==> src/rtl/mem_arbiter_if.sv <==
// rtl/mem_arbiter_if.sv - fetch/data requester ports and the shared memory port of mem_arbiter
interface mem_arbiter_if;
    logic        if_req;
    logic [31:0] if_addr;
    logic        if_ready;
    logic        if_rvalid;
    logic [31:0] if_rdata;

    logic        d_req;
    logic        d_we;
    logic [31:0] d_addr;
    logic [31:0] d_wdata;
    logic [3:0]  d_wstrb;
    logic        d_ready;
    logic        d_rvalid;
    logic [31:0] d_rdata;

    logic        mem_en;
    logic        mem_we;
    logic [31:0] mem_addr;
    logic [31:0] mem_wdata;
    logic [3:0]  mem_wstrb;
    logic [31:0] mem_rdata;

    logic        busy;

    modport slave (
        input  if_req, if_addr,
        output if_ready, if_rvalid, if_rdata,
        input  d_req, d_we, d_addr, d_wdata, d_wstrb,
        output d_ready, d_rvalid, d_rdata,
        output mem_en, mem_we, mem_addr, mem_wdata, mem_wstrb,
        input  mem_rdata,
        output busy
    );

    modport master (
        output if_req, if_addr,
        input  if_ready, if_rvalid, if_rdata,
        output d_req, d_we, d_addr, d_wdata, d_wstrb,
        input  d_ready, d_rvalid, d_rdata,
        input  mem_en, mem_we, mem_addr, mem_wdata, mem_wstrb,
        output mem_rdata,
        input  busy
    );
endinterface

==> src/rtl/mem_arbiter.sv <==
// rtl/mem_arbiter.sv - round-robin arbiter of a fetch and a data port onto one fixed-latency memory
module mem_arbiter #(
    parameter int MEM_LAT = 2
) (
    input  logic          clk,
    input  logic          rst,
    mem_arbiter_if.slave  bus
);
    typedef enum logic [1:0] {IDLE, ISSUE, WAIT, RESP} state_e;

    localparam logic [2:0] LAT = 3'(MEM_LAT);

    state_e      state_q;
    logic [2:0]  cnt_q;
    logic        last_data_q;
    logic        port_data_q;
    logic        we_q;
    logic [31:0] addr_q;
    logic [31:0] wdata_q;
    logic [3:0]  wstrb_q;
    logic        mem_en_q;
    logic        mem_we_q;
    logic        if_rvalid_q;
    logic        d_rvalid_q;
    logic [31:0] if_rdata_q;
    logic [31:0] d_rdata_q;
    logic        busy_q;

    logic        grant_valid_d;
    logic        grant_data_d;

    // Data wins a conflict unless it was the last port served; reset points at fetch.
    always_comb begin
        grant_valid_d = 1'b0;
        grant_data_d  = 1'b0;
        bus.if_ready  = 1'b0;
        bus.d_ready   = 1'b0;
        if (rst && state_q == IDLE && (bus.if_req || bus.d_req)) begin
            grant_valid_d = 1'b1;
            grant_data_d  = bus.d_req && (!bus.if_req || !last_data_q);
            bus.if_ready  = !grant_data_d;
            bus.d_ready   = grant_data_d;
        end
    end

    always_ff @(posedge clk or negedge rst) begin
        if (!rst) begin
            state_q     <= IDLE;
            cnt_q       <= 3'd0;
            last_data_q <= 1'b0;
            port_data_q <= 1'b0;
            we_q        <= 1'b0;
            addr_q      <= 32'd0;
            wdata_q     <= 32'd0;
            wstrb_q     <= 4'd0;
            mem_en_q    <= 1'b0;
            mem_we_q    <= 1'b0;
            if_rvalid_q <= 1'b0;
            d_rvalid_q  <= 1'b0;
            if_rdata_q  <= 32'd0;
            d_rdata_q   <= 32'd0;
            busy_q      <= 1'b0;
        end else begin
            mem_en_q    <= 1'b0;
            mem_we_q    <= 1'b0;
            if_rvalid_q <= 1'b0;
            d_rvalid_q  <= 1'b0;
            case (state_q)
                IDLE: begin
                    if (grant_valid_d) begin
                        last_data_q <= grant_data_d;
                        port_data_q <= grant_data_d;
                        we_q        <= grant_data_d && bus.d_we;
                        addr_q      <= grant_data_d ? bus.d_addr : bus.if_addr;
                        wdata_q     <= (grant_data_d && bus.d_we) ? bus.d_wdata : 32'd0;
                        wstrb_q     <= (grant_data_d && bus.d_we) ? bus.d_wstrb : 4'd0;
                        mem_en_q    <= 1'b1;
                        mem_we_q    <= grant_data_d && bus.d_we;
                        busy_q      <= 1'b1;
                        state_q     <= ISSUE;
                    end
                end
                ISSUE: begin
                    if (we_q) begin
                        d_rvalid_q <= 1'b1;
                        state_q    <= RESP;
                    end else begin
                        cnt_q   <= 3'd1;
                        state_q <= WAIT;
                    end
                end
                WAIT: begin
                    // The cycle where cnt_q reaches LAT is exactly MEM_LAT cycles after mem_en.
                    if (cnt_q == LAT) begin
                        cnt_q <= 3'd0;
                        if (port_data_q) begin
                            d_rdata_q  <= bus.mem_rdata;
                            d_rvalid_q <= 1'b1;
                        end else begin
                            if_rdata_q  <= bus.mem_rdata;
                            if_rvalid_q <= 1'b1;
                        end
                        state_q <= RESP;
                    end else begin
                        cnt_q <= cnt_q + 3'd1;
                    end
                end
                RESP: begin
                    busy_q  <= 1'b0;
                    state_q <= IDLE;
                end
                default: begin
                    busy_q  <= 1'b0;
                    state_q <= IDLE;
                end
            endcase
        end
    end

    assign bus.if_rvalid = if_rvalid_q;
    assign bus.if_rdata  = if_rdata_q;
    assign bus.d_rvalid  = d_rvalid_q;
    assign bus.d_rdata   = d_rdata_q;
    assign bus.mem_en    = mem_en_q;
    assign bus.mem_we    = mem_we_q;
    assign bus.mem_addr  = addr_q;
    assign bus.mem_wdata = wdata_q;
    assign bus.mem_wstrb = wstrb_q;
    assign bus.busy      = busy_q;
endmodule
==> src/flat_wrapper.sv <==
// flat-port wrapper written by rule: the top's interface ports become plain ports
module mem_arbiter_flat 
#(
    parameter int MEM_LAT = 2
)
  (clk, rst, bus_if_req, bus_if_addr, bus_if_ready, bus_if_rvalid, bus_if_rdata, bus_d_req, bus_d_we, bus_d_addr, bus_d_wdata, bus_d_wstrb, bus_d_ready, bus_d_rvalid, bus_d_rdata, bus_mem_en, bus_mem_we, bus_mem_addr, bus_mem_wdata, bus_mem_wstrb, bus_mem_rdata, bus_busy);
  mem_arbiter_if bus_i ();
  input  logic clk;
  input  logic rst;
  input wire logic [$bits(bus_i.if_req)-1:0] bus_if_req;
  input wire logic [$bits(bus_i.if_addr)-1:0] bus_if_addr;
  output wire logic [$bits(bus_i.if_ready)-1:0] bus_if_ready;
  output wire logic [$bits(bus_i.if_rvalid)-1:0] bus_if_rvalid;
  output wire logic [$bits(bus_i.if_rdata)-1:0] bus_if_rdata;
  input wire logic [$bits(bus_i.d_req)-1:0] bus_d_req;
  input wire logic [$bits(bus_i.d_we)-1:0] bus_d_we;
  input wire logic [$bits(bus_i.d_addr)-1:0] bus_d_addr;
  input wire logic [$bits(bus_i.d_wdata)-1:0] bus_d_wdata;
  input wire logic [$bits(bus_i.d_wstrb)-1:0] bus_d_wstrb;
  output wire logic [$bits(bus_i.d_ready)-1:0] bus_d_ready;
  output wire logic [$bits(bus_i.d_rvalid)-1:0] bus_d_rvalid;
  output wire logic [$bits(bus_i.d_rdata)-1:0] bus_d_rdata;
  output wire logic [$bits(bus_i.mem_en)-1:0] bus_mem_en;
  output wire logic [$bits(bus_i.mem_we)-1:0] bus_mem_we;
  output wire logic [$bits(bus_i.mem_addr)-1:0] bus_mem_addr;
  output wire logic [$bits(bus_i.mem_wdata)-1:0] bus_mem_wdata;
  output wire logic [$bits(bus_i.mem_wstrb)-1:0] bus_mem_wstrb;
  input wire logic [$bits(bus_i.mem_rdata)-1:0] bus_mem_rdata;
  output wire logic [$bits(bus_i.busy)-1:0] bus_busy;
  assign bus_i.if_req = bus_if_req;
  assign bus_i.if_addr = bus_if_addr;
  assign bus_if_ready = bus_i.if_ready;
  assign bus_if_rvalid = bus_i.if_rvalid;
  assign bus_if_rdata = bus_i.if_rdata;
  assign bus_i.d_req = bus_d_req;
  assign bus_i.d_we = bus_d_we;
  assign bus_i.d_addr = bus_d_addr;
  assign bus_i.d_wdata = bus_d_wdata;
  assign bus_i.d_wstrb = bus_d_wstrb;
  assign bus_d_ready = bus_i.d_ready;
  assign bus_d_rvalid = bus_i.d_rvalid;
  assign bus_d_rdata = bus_i.d_rdata;
  assign bus_mem_en = bus_i.mem_en;
  assign bus_mem_we = bus_i.mem_we;
  assign bus_mem_addr = bus_i.mem_addr;
  assign bus_mem_wdata = bus_i.mem_wdata;
  assign bus_mem_wstrb = bus_i.mem_wstrb;
  assign bus_i.mem_rdata = bus_mem_rdata;
  assign bus_busy = bus_i.busy;
  mem_arbiter #(.MEM_LAT(MEM_LAT)) u_core (.clk(clk), .rst(rst), .bus(bus_i));
endmodule
==> config.mk <==
export PLATFORM = sky130hd
export DESIGN_NAME = mem_arbiter_flat
export DESIGN_NICKNAME = d
export VERILOG_FILES = /design/src/rtl/mem_arbiter_if.sv /design/src/rtl/mem_arbiter.sv /design/src/flat_wrapper.sv
export SDC_FILE = /design/constraint.sdc
export NUM_CORES = 1
export LEC_CHECK = 0
export CAP_MARGIN = 10
export CORE_UTILIZATION = 41
export CTS_CLUSTER_SIZE = 16
export DETAILED_ROUTE_END_ITERATION = 7
export GPL_ROUTABILITY_DRIVEN = 1
export GPL_TIMING_DRIVEN = 0
export PLACE_DENSITY_LB_ADDON = 0.25
export SLEW_MARGIN = 10
export SYNTH_ARGS = -nofsm -noshare
export SYNTH_HDL_FRONTEND = slang
export SYNTH_SLANG_ARGS = --single-unit
==> constraint.sdc <==
create_clock -name clk -period 2.05 [get_ports clk]
set_input_delay 0.205 -clock clk [delete_from_list [all_inputs] [get_ports clk]]
set_output_delay 0.205 -clock clk [all_outputs]
set_load 0.02 [all_outputs]
==> impl_metrics.env, run 1 <==
export IMPL_outcome="finished, violations left"
export IMPL_violations="negative hold slack"
export IMPL_critPathMaxStageDelay_ns=0.39
export IMPL_htreeDepth=4
export IMPL_tightest_slew_ns=0.620
export IMPL_startpoint_type="register"
export IMPL_via_per_inst=5.13
export IMPL_die_height_um=121
export IMPL_power_frac_comb=0.465
export IMPL_yosysUniqueCellTypes=31
export IMPL_finalHoldViolations=62
export IMPL_netlist_top_cell_by_area="dfrtp_1"
export IMPL_area_growth_synth_to_final_pct=65.1
export IMPL_p_sw_mw=5.16
export IMPL_drcViolationCount=0
export IMPL_start_util=0.418
export IMPL_fmax_mhz=506
export IMPL_peakVddDrop_uv=763
export IMPL_p_int_mw=9.68
export IMPL_yosys_warnings=0
export IMPL_synth_ff_type="dfrtp_1"
export IMPL_crit_slowest_cell="dfrtp_1"
export IMPL_synth_nets=575
export IMPL_grt_pass1_vias=5063
export IMPL_io_buffers=275
export IMPL_post_drt_wl_per_cell_um=17.2
export IMPL_synth_area_leaders="dfrtp_1 62%, mux2_2 13%, a22o_1 5.8%"
export IMPL_cts_tree="done"
export IMPL_drtIter0Drc=246
export IMPL_cp_max_fo=11
export IMPL_dp_hpwl_um=11700
export IMPL_synth_edff_count=0
export IMPL_overflow=0
export IMPL_pre_cts_ws_ns=-0.874
export IMPL_pin_count=276
export IMPL_multi_input_area_sq_um=2040
export IMPL_drive_gt1_frac=0.188
export IMPL_fin_nets=881
export IMPL_wl_um=16000
export IMPL_clock_sinks=144
export IMPL_min_path_type="input port to asynchronous set/reset pin"
export IMPL_maxCapViolCount=0
export IMPL_grt_max_degree=83
export IMPL_insertion_delay_ns=0.42
export IMPL_synthCells=433
export IMPL_synth_area_sq_um=5780
export IMPL_final_common_cell="clkdlybuf4s50_1"
export IMPL_cts_buffers=17
export IMPL_postSynthAreaPerCell_sq_um=13.3
export IMPL_swShare=0.348
export IMPL_row_count=43
export IMPL_register_area_sq_um=3600
export IMPL_total_power_mw=14.8
export IMPL_setup_tns_ns=0
export IMPL_root_buffer="clkbuf_16"
export IMPL_cp_arrival_ns=1.77
export IMPL_end_kind="output pin"
export IMPL_ys_async_sr_fraction=1.00
export IMPL_setup_violations=0
export IMPL_required_ns=1.85
export IMPL_setup_ws_ns=0.0724
export IMPL_min_period_ns=1.98
export IMPL_critPathKind="register to output pin"
export IMPL_antenna_left=0
export IMPL_crit_chain="inv_2 -> ha_4 -> and3_4 -> clkbuf_16 -> and2_4 -> buf_6"
export IMPL_fillers=947
export IMPL_die_w_um=121
export IMPL_diodes=0
export IMPL_track_usage=0.226
export IMPL_fin_crit_sh=0.965
export IMPL_yosysSeqAreaShare=0.624
export IMPL_dr_pass1_iters=5
export IMPL_seqPwrFrac=0.331
export IMPL_hold_slack_ns=-0.211
export IMPL_clkTransAtPathRegs_ns=0.05
export IMPL_p_clk_frac=0.205
export IMPL_grt_pass1_wl_um=25200
export IMPL_gp_congestion=0.768
export IMPL_relSlewSlack=0.587
export IMPL_ys_seq_elements=144
export IMPL_antenna_found_initial=0
export IMPL_slew_violations=0
export IMPL_fin_worst_skew_ns=0.0138
export IMPL_clockBufferDepth=2
export IMPL_cellLeakagePower_nw=4.19
export IMPL_core_area_sq_um=13800
export IMPL_synth_top_area_frac=0.624
export IMPL_die_area_sq_um=14600
export IMPL_num_vias=4785
export IMPL_power_density_nw_per_um2=1560
export IMPL_final_cell_mix="272 x clkdlybuf4s50_1, 144 x dfrtp_1, 66 x mux2_2"
cell families after synthesis:
| logic type | after synthesis | synth area share |
|---|---|---|
| AND/OR/NAND/NOR | 49 | 0.0452 |
| flip-flops | 144 | 0.624 |
| AO/OA/AOI/OAI | 133 | 0.163 |
| multiplexers | 66 | 0.129 |
| adder cells (fa/ha/maj) | 5 | 0.0108 |
| buffers and inverters | 36 | 0.0286 |
power groups by stage:
stage,Sequential [mW],Combinational [mW],Clock (mW)
4_1_cts,4.91,6.89,3.11
5_1_grt,5.07,7.30,3.24
6_report,4.91,6.90,3.04
2_1_floorplan,6.38,1.80,0
3_3_place_gp,4.85,6.59,0
3_5_place_dp,4.90,6.74,0
cell type report:
type                    count  area share
clock buffers              22      0.0508
plain buffers              29      0.0178
flip-flops and latches    144       0.378
inverters                   3     0.00118
multi-input cells         253       0.214
clock inverters            10      0.0114
well taps                 180      0.0236
repair buffers            291       0.303
final timing paths:
| check | start | to | slack, ns | cells after the start |
|---|---|---|---|---|
| setup / recovery | u_core.state_q[0] | bus_if_ready | 0.07 | 6 |
| hold / removal | rst | u_core.bus.d_rdata[17] | -0.21 | 1 |
| setup reg to reg | u_core.state_q[0] | u_core.bus.if_rdata[1] | 0.12 | 7 |
| hold reg to reg | u_core.bus.mem_addr[19] | u_core.bus.mem_addr[19] | 0.48 | 2 |
| max in group asynchronous | rst | u_core.bus.mem_wdata[22] | 1.45 | 2 |
| min in group clk | bus_d_wdata[8] | u_core.bus.mem_wdata[8] | 0.39 | 2 |
Yosys cell counts, drive strengths merged, types with 3 or more instances:
master	n
a22o	38
a21oi	25
ha	5
mux2	66
and2	4
dfrtp	144
a22oi	25
a21o	3
o21ai	27
buf	11
and3	10
a221o	8
nand2	26
clkbuf	22
state kept, by name, summed over array words and instances, names as in the netlist, 2 cells and up:
| name | count |
|---|---|
| u_core.bus.d_rdata | 32 |
| u_core.bus.mem_addr | 32 |
| u_core.bus.mem_wdata | 32 |
| u_core.cnt_q | 3 |
| u_core.bus.mem_wstrb | 4 |
| u_core.bus.if_rdata | 32 |
| u_core.state_q | 2 |
what timing repair did:
| item | in CTS | in global routing |
|---|---|---|
| pin swaps | 1 | 2 |
| endpoints found under the setup margin | 102 | 62 |
| cloned | 0 | 0 |
| endpoints found under the hold margin | 62 | 62 |
| gates resized for setup | 33 | 3 |
| setup buffers | 6 | 9 |
layer usage:
layer	track usage	vias to the layer above	wire (um)
li1	-	2209	-
met1	0.259	2355	6440
met2	0.388	204	8160
met3	0.0816	17	1220
met4	0.0756	0	226
met5	0	-	0
through the flow:
| step | cells | area [sq um] | utilization |
|---|---|---|---|
| 4_1_cts | 924 | 9490 | 0.686 |
| 2_1_floorplan | 433 | 5780 | - |
| 3_3_place_gp | 888 | 8760 | 0.633 |
| 5_1_grt | 932 | 9540 | 0.690 |
| 6_report | 932 | 9540 | 0.690 |
| 3_5_place_dp | 889 | 8790 | 0.635 |
worst max-delay path: cells and delay by family, from the launching register on:
family        cells  cell delay (ns)
simple gates      2             0.42
fa+ha+maj         1             0.18
buf+inv           3             0.38
flops             1             0.39
Note: power is estimated with default switching activity, not from simulation.
==> run 2, diff against run 1 <==
--- a/config.mk
+++ b/config.mk
@@ -6,11 +6,10 @@
 export NUM_CORES = 1
 export LEC_CHECK = 0
 export CAP_MARGIN = 10
-export CORE_UTILIZATION = 41
+export CORE_UTILIZATION = 35
 export CTS_CLUSTER_SIZE = 16
 export DETAILED_ROUTE_END_ITERATION = 7
 export GPL_ROUTABILITY_DRIVEN = 1
-export GPL_TIMING_DRIVEN = 0
 export PLACE_DENSITY_LB_ADDON = 0.25
 export SLEW_MARGIN = 10
 export SYNTH_ARGS = -nofsm -noshare
==> run 2 against run 1 <==
- the run now ends clean
- clock skew shrank 0.0061 ns
- setup slack gained 0.038 ns
- die area grew 17%
- largest cell class unchanged
- largest power group unchanged
- highest routed layer unchanged
==> impl_metrics.env, run 2 (synthesis gave the netlist of run 1 again) <==
export IMPL_outcome="completed"
export IMPL_total_power_mw=14.9
export IMPL_grt_setup_unrepaired="no"
export IMPL_cts_setup_buffers=0
export IMPL_clockBufferDepth=2
export IMPL_final_common_cell="clkdlybuf4s50_1"
export IMPL_die_w_um=131
export IMPL_critPathKind="register to output pin"
export IMPL_reg2reg_depth=6
export IMPL_core_area_sq_um=16000
export IMPL_wl_um=15900
export IMPL_crit_cells=5
export IMPL_endpoint="bus_if_ready"
export IMPL_htreeDepth=4
export IMPL_r2r_end="u_core.bus.if_rdata[19]"
export IMPL_use_met2=0.321
export IMPL_final_cell_mix="272 x clkdlybuf4s50_1, 144 x dfrtp_1, 66 x mux2_2"
export IMPL_dp_hpwl_um=11300
export IMPL_fin_nets=854
export IMPL_min_path_type="input port to register"
export IMPL_antenna_left=0
export IMPL_crit_slowest_cell="dfrtp_1"
export IMPL_die_height_um=131
export IMPL_crit_chain="inv_1 -> ha_2 -> and3_1 -> and2_1 -> clkdlybuf4s15_2"
export IMPL_slew_violations=0
export IMPL_cts_tree="done"
export IMPL_setup_tns_ns=0
export IMPL_grt_busiest_layer="met2"
export IMPL_finalHoldViolations=0
export IMPL_drive_gt1_frac=0.167
export IMPL_grt_pass1_vias=4867
export IMPL_final_cells=942
export IMPL_start_util=0.361
export IMPL_grt_pass1_wl_um=24600
export IMPL_power_density_nw_per_um2=1570
export IMPL_tightest_slew_ns=0.741
export IMPL_cp_max_fo=6
export IMPL_cts_buffers=17
export IMPL_post_drt_wl_per_cell_um=16.8
export IMPL_fmax_mhz=516
export IMPL_clock_sinks=144
export IMPL_crit_family="flip-flops"
export IMPL_place_inst=908
export IMPL_cp_buffers_inverters=2
export IMPL_overflow=0
export IMPL_maxCapViolCount=0
export IMPL_drcViolationCount=0
export IMPL_row_count=46
export IMPL_min_period_ns=1.94
export IMPL_track_usage=0.189
export IMPL_antenna_found_initial=1
export IMPL_relSlewSlack=0.506
export IMPL_required_ns=1.85
export IMPL_num_vias=4657
export IMPL_die_area_sq_um=17000
export IMPL_grtUsageMet1=0.216
export IMPL_pin_count=276
export IMPL_grt_use_met3=0.0668
export IMPL_rrSetupSlack_ns=0.15
export IMPL_fillers=1282
export IMPL_setup_violations=0
export IMPL_insertion_delay_ns=0.41
export IMPL_fin_crit_sh=0.946
export IMPL_gp_congestion=0.753
export IMPL_via_per_inst=4.94
export IMPL_cellLeakagePower_nw=4.11
export IMPL_crit_start="u_core.state_q[0]"
export IMPL_io_buffers=275
export IMPL_startpoint_type="register"
export IMPL_clkTransAtPathRegs_ns=0.06
export IMPL_drtIter0Drc=213
export IMPL_root_buffer="clkbuf_16"
export IMPL_grt_max_degree=62
export IMPL_end_kind="output pin"
export IMPL_cp_arrival_ns=1.73
export IMPL_dr_pass1_iters=4
export IMPL_worstReg2RegStart="u_core.state_q[0]"
export IMPL_peakVddDrop_uv=683
export IMPL_fin_worst_skew_ns=0.00767
export IMPL_critPathMaxStageDelay_ns=0.40
export IMPL_area_growth_synth_to_final_pct=63.8
[run 2: worst min-delay path by stage]
stage,startpoint,to,slack [ns],cells past startpoint
finish,bus_d_wdata[6],u_core.bus.mem_wdata[6],0.38,2
floorplan,rst,u_core.bus.busy,-0.09,0
CTS,bus_d_wdata[6],u_core.bus.mem_wdata[6],0.36,2
global placement,rst,u_core.state_q[1],0.29,2
global route,bus_d_wdata[6],u_core.bus.mem_wdata[6],0.37,2
detailed placement,rst,u_core.state_q[1],0.30,2
[run 2: layer usage]
metal	wire, um	part of all wire
met1	6410	0.40
met2	7620	0.48
met3	1530	0.096
met4	288	0.018
met5	0	0
[run 2: stage by stage]
| stage | setup slack, ns | utilization | hold slack [ns] | area (sq um) |
|---|---|---|---|---|
| finish | 0.110 | 0.592 | 0.383 | 9470 |
| global route | 0.0329 | 0.592 | 0.370 | 9470 |
| CTS | 0.0321 | 0.591 | 0.362 | 9460 |
| detailed placement | 0.116 | 0.551 | 0.296 | 8820 |
| global placement | 0.147 | 0.551 | 0.288 | 8820 |
| floorplan | 0.0759 | - | -0.0906 | 5780 |
[run 2: area by class of cell]
| type | count | area, sq um | area share |
|---|---|---|---|
| clock inverter | 9 | 155 | 0.0164 |
| multi-input combinational | 253 | 2020 | 0.213 |
| clock buffer | 23 | 478 | 0.0505 |
| sequential | 144 | 3600 | 0.381 |
| antenna | 1 | 2.50 | 0.000264 |
| timing repair buffer | 293 | 2930 | 0.310 |
| inverter | 3 | 11.3 | 0.00119 |
| tap | 216 | 270 | 0.0285 |
[run 2: repair_timing]
item	CTS	global route
gates resized for setup	6	1
endpoints found under the setup margin	2	2
endpoints found under the hold margin	83	0
hold buffers	1	0
[run 2: worst reg2reg max path, stage by stage, from the launching register on]
cell,delay [ns]
dfrtp_1,0.40
inv_1,0.09
buf_4,0.13
ha_1,0.28
nor3b_4,0.26
buf_12,0.25
mux2_2,0.38
[run 2: power by group]
group          internal [mW]  switching (mW)  leakage [nW]  total, mW
sequential              4.15           0.749          1.84       4.90
clock                   2.13            1.14         0.307       3.27
combinational           3.50            3.20          1.96       6.70
